--- config.mk ---
export PLATFORM = sky130hd
export DESIGN_NAME = pi_sample_generator
export DESIGN_NICKNAME = d
export VERILOG_FILES = /design/src/rtl/pi_sample_generator.sv
export SDC_FILE = /design/constraint.sdc
export NUM_CORES = 1
export LEC_CHECK = 0
export CAP_MARGIN = 20
export CORE_MARGIN = 2
export CORE_UTILIZATION = 56
export DETAILED_ROUTE_END_ITERATION = 16
export GPL_ROUTABILITY_DRIVEN = 0
export PLACE_DENSITY = 0.8
export SYNTH_ARGS = -nofsm -noshare
export SYNTH_HDL_FRONTEND = slang
export SYNTH_SLANG_ARGS = --single-unit
--- constraint.sdc ---
create_clock -name clk -period 3.1 [get_ports clk]
set_input_delay 0.62 -clock clk [delete_from_list [all_inputs] [get_ports clk]]
set_output_delay 0.62 -clock clk [all_outputs]
set_load 0.05 [all_outputs]
--- src/rtl/pi_sample_generator.sv ---
// pi_sample_generator: Monte Carlo point source and tally for the Pi estimator.
// Two 16-bit Galois LFSRs produce (x, y) candidates over the 1024 x 1024 grid.
// Only candidates inside the COORD_LIMIT x COORD_LIMIT quadrant are presented
// to the external circle checker, and the verdicts are accumulated into
// totalCount / insideCount.
//
// Sample contract: sampleValid is a valid-only strobe with no back-pressure.
// While sampleValid=1, xCoord/yCoord hold an accepted point, and the
// combinational isInside verdict for that point is tallied on the next rising
// edge. When sampleValid=0, isInside is ignored.
module pi_sample_generator #(
    parameter int          COUNT_WIDTH = 32,
    parameter int          COORD_LIMIT = 480,
    parameter logic [15:0] SEED_X      = 16'h0001,
    parameter logic [15:0] SEED_Y      = 16'h0001
) (
    input  logic                   clk,
    input  logic                   rstn,
    input  logic                   start,
    input  logic [COUNT_WIDTH-1:0] sampleTarget,
    output logic [9:0]             xCoord,
    output logic [9:0]             yCoord,
    input  logic                   isInside,
    output logic                   sampleValid,
    output logic [COUNT_WIDTH-1:0] totalCount,
    output logic [COUNT_WIDTH-1:0] insideCount,
    output logic                   busy,
    output logic                   done,
    output logic [1:0]             stateDbg
);

    // An all-zero seed would lock the LFSR at zero, so it is replaced by 1.
    localparam logic [15:0] SEED_X_INIT = (SEED_X == 16'h0000) ? 16'h0001 : SEED_X;
    localparam logic [15:0] SEED_Y_INIT = (SEED_Y == 16'h0000) ? 16'h0001 : SEED_Y;
    localparam logic [15:0] LFSR_TAPS   = 16'hB400;
    localparam logic [10:0] COORD_LIM   = 11'(COORD_LIMIT);
    localparam logic [COUNT_WIDTH-1:0] CNT_ONE  = COUNT_WIDTH'(1);
    localparam logic [COUNT_WIDTH-1:0] CNT_ZERO = '0;

    typedef enum logic [1:0] {
        IDLE = 2'd0,
        RUN  = 2'd1,
        DONE = 2'd2
    } state_t;

    state_t state;
    state_t stateNext;

    logic [15:0]            lfsrX;
    logic [15:0]            lfsrY;
    logic [15:0]            lfsrXNext;
    logic [15:0]            lfsrYNext;
    logic [9:0]             candX;
    logic [9:0]             candY;
    logic [COUNT_WIDTH-1:0] issued;
    logic [COUNT_WIDTH-1:0] targetReg;
    logic [COUNT_WIDTH-1:0] totalPlus;
    logic [COUNT_WIDTH-1:0] insidePlus;
    logic                   startTake;
    logic                   candInRange;
    logic                   accept;
    logic                   lastTally;

    // Galois step and candidate extraction; the candidate is the low 10 bits
    // of the state the LFSR is about to take.
    always_comb begin
        lfsrXNext   = (lfsrX >> 1) ^ (lfsrX[0] ? LFSR_TAPS : 16'h0000);
        lfsrYNext   = (lfsrY >> 1) ^ (lfsrY[0] ? LFSR_TAPS : 16'h0000);
        candX       = lfsrXNext[9:0];
        candY       = lfsrYNext[9:0];
        candInRange = ({1'b0, candX} < COORD_LIM) && ({1'b0, candY} < COORD_LIM);
        // Acceptance also stops once the run has issued its full target, so
        // the in-flight sample never pushes totalCount past the target.
        accept      = (state == RUN) && candInRange && (issued < targetReg);
        startTake   = start && (state != RUN);
        totalPlus   = totalCount + CNT_ONE;
        insidePlus  = insideCount + {{(COUNT_WIDTH-1){1'b0}}, isInside};
        lastTally   = (state == RUN) && sampleValid && (totalPlus == targetReg);
    end

    // State register.
    always_ff @(posedge clk or negedge rstn) begin
        if (!rstn) begin
            state <= IDLE;
        end else begin
            state <= stateNext;
        end
    end

    // Next-state logic: start is honoured only outside RUN; a zero target
    // finishes immediately.
    always_comb begin
        stateNext = state;
        case (state)
            IDLE, DONE: begin
                if (start) begin
                    stateNext = (sampleTarget == CNT_ZERO) ? DONE : RUN;
                end
            end
            RUN: begin
                if (lastTally) begin
                    stateNext = DONE;
                end
            end
            default: stateNext = IDLE;
        endcase
    end

    // State-decoded outputs.
    always_comb begin
        busy     = (state == RUN);
        done     = (state == DONE);
        stateDbg = state;
    end

    // LFSRs advance once per RUN cycle and keep their state between runs.
    always_ff @(posedge clk or negedge rstn) begin
        if (!rstn) begin
            lfsrX <= SEED_X_INIT;
            lfsrY <= SEED_Y_INIT;
        end else if (state == RUN) begin
            lfsrX <= lfsrXNext;
            lfsrY <= lfsrYNext;
        end
    end

    // Sample pipeline and tally: a candidate registered on one edge is
    // counted on the following edge.
    always_ff @(posedge clk or negedge rstn) begin
        if (!rstn) begin
            xCoord      <= 10'd0;
            yCoord      <= 10'd0;
            sampleValid <= 1'b0;
            totalCount  <= CNT_ZERO;
            insideCount <= CNT_ZERO;
            issued      <= CNT_ZERO;
            targetReg   <= CNT_ZERO;
        end else if (startTake) begin
            sampleValid <= 1'b0;
            totalCount  <= CNT_ZERO;
            insideCount <= CNT_ZERO;
            issued      <= CNT_ZERO;
            targetReg   <= sampleTarget;
        end else if (state == RUN) begin
            if (sampleValid) begin
                totalCount  <= totalPlus;
                insideCount <= insidePlus;
            end
            xCoord      <= candX;
            yCoord      <= candY;
            sampleValid <= accept;
            if (accept) begin
                issued <= issued + CNT_ONE;
            end
        end
    end

endmodule

==> metrics.json, run 1 <==
{
  "outcome": {"value": "complete, no violations"},
  "holdCritPathClass": {"value": "in -> async"},
  "power_frac_clock": {"value": 0.264},
  "core-area": {"value": 0.0167, "unit": "sq mm"},
  "grt_setup_unrepaired": {"value": "no"},
  "p_int": {"value": 0.00458, "unit": "W"},
  "clk_pin_slew_worst_paths": {"value": 0.07, "unit": "ns"},
  "worstMarginPinSlew": {"value": 0.744, "unit": "ns"},
  "clock_tree_from_tritoncts": {"value": "done"},
  "post_synth_xor_area_fraction": {"value": 0.0828},
  "cell_count_after_placement": {"value": 1379},
  "drive_gt1_frac": {"value": 0.0865},
  "max_stage_delay": {"value": 0.46, "unit": "ns"},
  "route.detailed.wl_per_inst": {"value": 17.6, "unit": "um"},
  "initial_antenna_violation_count": {"value": 0},
  "critPathCaptureType": {"value": "flop"},
  "cts_buffer_depth": {"value": 2},
  "synth-adder-area-share": {"value": 0.0455},
  "critical_path_arrival": {"value": 3.26, "unit": "ns"},
  "count_of_flip_flops_with_a_built_in_enable_after_synthesis": {"value": 0},
  "postSynthRegisterBits": {"value": 165},
  "syn_warnings": {"value": 0},
  "design_area": {"value": 0.0116, "unit": "sq mm"},
  "layout.cells.most_common": {"value": "nand2_1"},
  "buffer_ports.inserted": {"value": 124},
  "worst_voltage_drop_across_the_vdd_grid": {"value": 0.460, "unit": "mV"},
  "grtUsageTotal": {"value": 0.277},
  "combinational_family_with_the_most_area_after_synthesis": {"value": "simple AND/OR/NAND/NOR gates"},
  "final.setup.tns": {"value": 0, "unit": "ns"},
  "floorplan.die.width": {"value": 135, "unit": "um"},
  "finish.net_count": {"value": 1249},
  "antenna_violating_nets_post_route": {"value": 0},
  "initial_core_utilization": {"value": 0.577},
  "post-place-ws": {"value": 0.119, "unit": "ns"},
  "synth_top_cell_area_share": {"value": 0.424},
  "dr.first_iter.drc_count": {"value": 764},
  "num_rows": {"value": 47},
  "cap_viol_max_count": {"value": 0},
  "synth_ff_type": {"value": "dfrtp_1"},
  "numCtsBuffers": {"value": 17},
  "antenna_cells": {"value": 0},
  "grt_first_pass_wirelength": {"value": 40200, "unit": "um"},
  "syn_inst": {"value": 1076},
  "netlist.top_cell.by_area": {"value": "dfrtp_1"},
  "die_area": {"value": 0.0183, "unit": "sq mm"},
  "worst-endpoint-required": {"value": 3.42, "unit": "ns"},
  "timing_max_transition_violations_final": {"value": 0},
  "worst_skew_pair.late_latency": {"value": 0.44, "unit": "ns"},
  "die_h": {"value": 135, "unit": "um"},
  "power_density": {"value": 679, "unit": "mW/mm^2"},
  "worst_clock_skew": {"value": 0.0105, "unit": "ns"},
  "post_synthesis_instance_area": {"value": 0.00963, "unit": "sq mm"},
  "netlist_top_cells_area": {"value": "dfrtp_1 42%, nand2_1 7.2%, xnor2_1 5.2%"},
  "yosys.cell_types.count": {"value": 74},
  "yosysSeqAreaShare": {"value": 0.429},
  "detailed_place_hpwl": {"value": 17700, "unit": "um"},
  "drt-pass1-iter-count": {"value": 6},
  "post_synth_and_or_nand_nor_area_fraction": {"value": 0.227},
  "share_seq_of_total_power": {"value": 0.347},
  "timing.slew.headroom": {"value": 0.504},
  "total_wirelength_of_the_detailed_routed_design": {"value": 24800, "unit": "um"},
  "layout_common_cells": {"value": "186 x nand2_1, 163 x dfrtp_1, 122 x clkdlybuf4s50_1"},
  "switchingPower": {"value": 0.00333, "unit": "W"},
  "synth_async_sr_flop_share": {"value": 1.00},
  "critical-path-slowest-cell": {"value": "dfrtp_1"},
  "final_cells": {"value": 1411},
  "launching_element_type_of_the_critical_path": {"value": "flop"},
  "top_level_port_count": {"value": 125},
  "first_global_vias": {"value": 7982},
  "synth.mux.area_fraction": {"value": 0.00637},
  "report.final.setup_viol": {"value": 0},
  "drt-vias-per-instance": {"value": 5.95},
  "timing.final.crit_period": {"value": 2.94, "unit": "ns"},
  "post-cts-setup-buffers": {"value": 0},
  "syn_area_per_cell": {"value": 8.95, "unit": "sq um"},
  "worstPathMaxFanout": {"value": 13},
  "synthToLayoutAreaGrowth": {"value": 20.9, "unit": "%"},
  "highest_clock_frequency_the_design_can_meet": {"value": 340, "unit": "MHz"},
  "num_vias": {"value": 8389},
  "postPlaceCellArea": {"value": 0.0110, "unit": "sq mm"},
  "post_synth_net_total": {"value": 1147},
  "grt_start_max_net_pins": {"value": 78},
  "timing.setup.critical_path_class": {"value": "reg -> reg"},
  "path_cells": {"value": "ha_1, and3_1, a2111o_1, a31oi_2, o2111ai_4, buf_4, a2111oi_1, xnor2_1, nor2_1"},
  "cts.sinks": {"value": 165},
  "remaining_global_route_overflow": {"value": 0},
  "clock-root-buffer": {"value": "clkbuf_16"},
  "clock_tree.htree_level_count": {"value": 4},
  "synth_compound_area_frac": {"value": 0.148},
  "drc": {"value": 0},
  "period_share": {"value": 0.948},
  "comb_power_share": {"value": 0.389},
  "worst_case_setup_margin_in_the_final_layout": {"value": 0.162, "unit": "ns"},
  "power.leakage": {"value": 5.11, "unit": "nW"},
  "final_hold_viol_count": {"value": 0},
  "netSwitchingFraction": {"value": 0.421}
}
flip-flops by register name, summed over array words and instances (netlist names):
name         count
stateDbg         2
sampleValid      1
issued          32
totalCount      32
yCoord           1
targetReg       32
xCoord           1
insideCount     32
lfsrY           16
lfsrX           16
layer usage:
layer,GRT usage,part of all wire
met2,0.455,0.50
met3,0.0423,0.048
met4,0.0961,0.023
met5,0,0
met1,0.377,0.43
cells in the mapped netlist (all sizes together), types with 13 or more instances:
cell type,number
nor4,18
nand3,39
ha,35
clkbuf,31
nand2,188
nor2,62
nand4,35
a21o,13
and3,20
xor2,34
inv,49
o21ai,93
buf,42
and4,15
dfrtp,163
xnor2,57
a21oi,50
worst paths after layout:
path / from / end / slack (ns) / cells past startpoint
setup / recovery: issued[7] / issued[16] / 0.16 / 9
setup reg to reg: issued[7] / issued[16] / 0.16 / 9
max in group asynchronous: rstn / issued[9] / 2.13 / 2
hold reg to reg: lfsrY[15] / lfsrY[14] / 0.47 / 2
hold / removal: rstn / totalCount[22] / 0.19 / 1
min in group clk: lfsrY[15] / lfsrY[14] / 0.47 / 2
cells by family after synthesis:
kind of cell / count (synthesis)
mux: 6
xor+xnor: 91
compound gates: 223
flops: 165
buf+inv: 122
fa+ha+maj: 35
simple gates: 434
worst max-delay path: cells and delay by family (launching register included):
kind | cells | cell delay [ns]
xor gates and xnor gates | 1 | 0.17
DFF | 1 | 0.46
AOI/OAI and AO/OA | 4 | 1.31
adders and majority gates | 1 | 0.34
buffers and inverters | 1 | 0.26
and+or+nand+nor | 2 | 0.27
metrics by stage:
stage | power [W] | hold WS [ns] | utilization
3_3_place_gp | 0.00570 | 0.446 | 0.661
6_report | 0.00791 | 0.190 | 0.697
4_1_cts | 0.00787 | 0.237 | 0.696
3_5_place_dp | 0.00579 | 0.464 | 0.661
2_1_floorplan | 0.00476 | 0.324 | -
5_1_grt | 0.00832 | 0.261 | 0.697
power groups by stage:
| stage | combinational, W | sequential [W] | clock (W) |
|---|---|---|---|
| finish | 0.00308 | 0.00275 | 0.00208 |
| global route | 0.00335 | 0.00278 | 0.00219 |
| CTS | 0.00303 | 0.00273 | 0.00211 |
| detailed placement | 0.00302 | 0.00277 | 0 |
| global placement | 0.00294 | 0.00276 | 0 |
| floorplan | 0.00190 | 0.00286 | 0 |
area by class of cell:
type | instances | area [sq um]
inverter | 49 | 184
tap | 220 | 275
fill | 1315 | 5050
clock buffer | 17 | 425
clock inverter | 15 | 159
multi-input combinational | 789 | 4940
timing repair buffer | 156 | 1530
sequential | 165 | 4130
what timing repair did:
action                     4_1_cts  5_1_grt
hold buffers                     0        0
resized for setup                0        5
setup endpoints to repair        0        7
Note: power is estimated with default switching activity, not from simulation.
==> run 2: changes to the inputs <==
--- a/config.mk
+++ b/config.mk
@@ -7,10 +7,10 @@
 export LEC_CHECK = 0
 export CAP_MARGIN = 20
 export CORE_MARGIN = 2
-export CORE_UTILIZATION = 56
+export CORE_UTILIZATION = 45
 export DETAILED_ROUTE_END_ITERATION = 16
 export GPL_ROUTABILITY_DRIVEN = 0
-export PLACE_DENSITY = 0.8
+export PLACE_DENSITY = 0.66
 export SYNTH_ARGS = -nofsm -noshare
 export SYNTH_HDL_FRONTEND = slang
 export SYNTH_SLANG_ARGS = --single-unit
==> metrics.json, run 2 (synthesized netlist as in run 1, its figures left out) <==
{
  "dr.first_iter.drc_count": {"value": 530, "change": "-31%"},
  "grtUsageTotal": {"value": 0.225, "change": "-0.0523"},
  "numCtsBuffers": {"value": 17, "change": "unchanged"},
  "route.detailed.wl_per_inst": {"value": 16.8, "unit": "um", "change": "-4.3%"},
  "reg2reg_setup_slack": {"value": 0.23, "unit": "ns", "change": "+0.07 ns"},
  "worstMarginPinSlew": {"value": 0.697, "unit": "ns", "change": "-0.0470 ns"},
  "clock-root-buffer": {"value": "clkbuf_16"},
  "cts_buffer_depth": {"value": 2, "change": "unchanged"},
  "register_area": {"value": 0.00413, "unit": "sq mm", "change": "unchanged"},
  "finish.net_count": {"value": 1248, "change": "-0.080%"},
  "first_global_vias": {"value": 7565, "change": "-5.2%"},
  "timing.slew.headroom": {"value": 0.529, "change": "+0.0248"},
  "finalCoreUtilization": {"value": 0.557, "change": "-0.141"},
  "clock_tree.htree_level_count": {"value": 4, "change": "unchanged"},
  "power.leakage": {"value": 5.13, "unit": "nW", "change": "+0.43%"},
  "antenna_cells": {"value": 0, "change": "unchanged"},
  "worst_clock_skew": {"value": 0.0114, "unit": "ns", "change": "+0.000942 ns"},
  "critical_path_arrival": {"value": 3.18, "unit": "ns", "change": "-0.08 ns"},
  "clk_pin_slew_worst_paths": {"value": 0.07, "unit": "ns", "change": "about the same"},
  "worst-endpoint-required": {"value": 3.42, "unit": "ns", "change": "about the same"},
  "buffer_ports.inserted": {"value": 124, "change": "unchanged"},
  "p_int": {"value": 0.00461, "unit": "W", "change": "+0.71%"},
  "timing_max_transition_violations_final": {"value": 0, "change": "unchanged"},
  "remaining_global_route_overflow": {"value": 0, "change": "unchanged"},
  "netSwitchingFraction": {"value": 0.418, "change": "-0.00265"},
  "holdCritPathClass": {"value": "in -> async"},
  "initial_core_utilization": {"value": 0.458, "change": "-0.119"},
  "core-area": {"value": 0.0210, "unit": "sq mm", "change": "+26%"},
  "drive_gt1_frac": {"value": 0.0832, "change": "-0.00329"},
  "grt_start_max_net_pins": {"value": 55, "change": "-29%"},
  "clock_tree_from_tritoncts": {"value": "done"},
  "worstPathMaxFanout": {"value": 18, "change": "+5"},
  "outcome": {"value": "complete, no violations"},
  "worst_voltage_drop_across_the_vdd_grid": {"value": 0.450, "unit": "mV", "change": "-2.3%"},
  "launching_element_type_of_the_critical_path": {"value": "flop"},
  "detailed_place_hpwl": {"value": 18100, "unit": "um", "change": "+1.9%"},
  "timing.setup.critical_path_class": {"value": "reg -> reg"},
  "total_wirelength_of_the_detailed_routed_design": {"value": 24600, "unit": "um", "change": "-0.68%"},
  "layout.cells.most_common": {"value": "nand2_1"},
  "power_frac_clock": {"value": 0.274, "change": "+0.010"},
  "highest_clock_frequency_the_design_can_meet": {"value": 349, "unit": "MHz", "change": "+2.4%"},
  "cts.sinks": {"value": 165, "change": "unchanged"},
  "drt-pass1-iter-count": {"value": 7, "change": "+1"},
  "grt_setup_unrepaired": {"value": "no"},
  "drc": {"value": 0, "change": "unchanged"},
  "drt-vias-per-instance": {"value": 5.47, "change": "-8.1%"},
  "critPathCaptureType": {"value": "flop"},
  "timing.final.crit_period": {"value": 2.87, "unit": "ns", "change": "-0.0700 ns"},
  "ff_to_ff_end": {"value": "issued[20]"},
  "top_level_port_count": {"value": 125, "change": "unchanged"},
  "crit-reg2reg-launch": {"value": "issued[7]"},
  "switchingPower": {"value": 0.00332, "unit": "W", "change": "-0.38%"},
  "worst_skew_pair.late_latency": {"value": 0.44, "unit": "ns", "change": "about the same"},
  "whs": {"value": 0.125, "unit": "ns", "change": "-0.0650 ns"},
  "r2r.worst_path.cells": {"value": 9, "change": "unchanged"},
  "cell_count_after_placement": {"value": 1433, "change": "+3.9%"},
  "final_cells": {"value": 1465, "change": "+3.8%"},
  "report.final.setup_viol": {"value": 0, "change": "unchanged"},
  "die_area": {"value": 0.0226, "unit": "sq mm", "change": "+24%"},
  "antenna_violating_nets_post_route": {"value": 0, "change": "unchanged"},
  "grt_first_pass_wirelength": {"value": 39900, "unit": "um", "change": "-0.55%"},
  "period_share": {"value": 0.925, "change": "-0.0226"},
  "total_power": {"value": 0.00793, "unit": "W", "change": "+0.25%"},
  "cap_viol_max_count": {"value": 0, "change": "unchanged"},
  "synthToLayoutAreaGrowth": {"value": 21.5, "unit": "%"},
  "die_h": {"value": 150, "unit": "um", "change": "+11%"},
  "num_vias": {"value": 8007, "change": "-4.6%"},
  "comb_power_share": {"value": 0.377, "change": "-0.012"},
  "num_rows": {"value": 53, "change": "+13%"},
  "floorplan.die.width": {"value": 150, "unit": "um", "change": "+11%"},
  "fillers": {"value": 1869, "change": "+42%"},
  "final_hold_viol_count": {"value": 0, "change": "unchanged"},
  "multi_input_comb_area": {"value": 0.00494, "unit": "sq mm", "change": "-0.13%"},
  "share_seq_of_total_power": {"value": 0.349, "change": "+0.002"},
  "layout_common_cells": {"value": "186 x nand2_1, 163 x dfrtp_1, 122 x clkdlybuf4s50_1"},
  "initial_antenna_violation_count": {"value": 0, "change": "unchanged"},
  "power_density": {"value": 677, "unit": "mW/mm^2", "change": "-0.21%"},
  "final.setup.tns": {"value": 0, "unit": "ns", "change": "unchanged"}
}
-- run 2: cell count changes in the layout (fill, tap and decap cells not counted), sizes merged --
| cell | change |
|---|---|
| buf | -1 |
| bufinv | +1 |
| clkinv | -3 |
| clkinvlp | -2 |
| inv | +4 |
-- run 2: layer usage --
layer  global-route usage  vias up  wire [um]
li1                     -     3967          -
met1                0.315     3819      11400
met2                0.358      191      11800
met3               0.0373       30        965
met4               0.0684        0        457
met5                    0        -          0
-- run 2: how the worst max path moves through the flow --
stage | from | to | slack (ns) | cells after the start
final | issued[7] | issued[20] | 0.23 | 9
after global placement | totalCount[1] | stateDbg[0] | 0.26 | 9
after detailed placement | totalCount[1] | stateDbg[0] | 0.19 | 9
after CTS | totalCount[1] | stateDbg[0] | 0.19 | 9
after global routing | targetReg[6] | issued[20] | 0.06 | 11
after floorplan | totalCount[0] | stateDbg[0] | 0.16 | 11
-- run 2: cell type report --
class	count	area share
Multi-Input combinational cell	789	0.422
Timing Repair Buffer	155	0.129
Inverter	49	0.0157
Clock buffer	17	0.0364
Tap cell	275	0.0294
Clock inverter	15	0.0145
Sequential cell	165	0.353
-- run 2: power groups by stage --
| stage | registers [W] | clock network, W | logic, W |
|---|---|---|---|
| final | 0.00277 | 0.00217 | 0.00299 |
| after global routing | 0.00281 | 0.00229 | 0.00331 |
| after CTS | 0.00276 | 0.00221 | 0.00299 |
| after detailed placement | 0.00280 | 0 | 0.00296 |
| after global placement | 0.00279 | 0 | 0.00292 |
| after floorplan | 0.00286 | 0 | 0.00190 |
-- run 2: worst max-delay path, cell delays in order (launching register included) --
cell	delay (ns)
dfrtp_1	0.45
ha_1	0.34
and3_1	0.20
a2111o_1	0.40
a31oi_1	0.25
o2111ai_4	0.15
buf_4	0.23
a2111oi_1	0.50
xnor2_1	0.17
nor2_1	0.05
-- run 2: repair_timing --
item / CTS / global route
setup endpoints to repair: 0 / 2
hold buffers: 0 / 0
setup buffers: 0 / 0
resized for setup: 0 / 3
-- run 2: per-stage QoR --
stage | area (sq um) | setup slack (ns)
after floorplan | 9630 | 0.157
after global placement | 11100 | 0.262
after detailed placement | 11100 | 0.195
after CTS | 11700 | 0.190
after global routing | 11700 | 0.0594
final | 11700 | 0.232
==> run 3: changes to the inputs <==
--- a/config.mk
+++ b/config.mk
@@ -9,7 +9,6 @@
 export CORE_MARGIN = 2
 export CORE_UTILIZATION = 45
 export DETAILED_ROUTE_END_ITERATION = 16
-export GPL_ROUTABILITY_DRIVEN = 0
 export PLACE_DENSITY = 0.66
 export SYNTH_ARGS = -nofsm -noshare
 export SYNTH_HDL_FRONTEND = slang
==> results of run 3 <==
The final DEF is identical to that of run 2; final timing and power are the same.
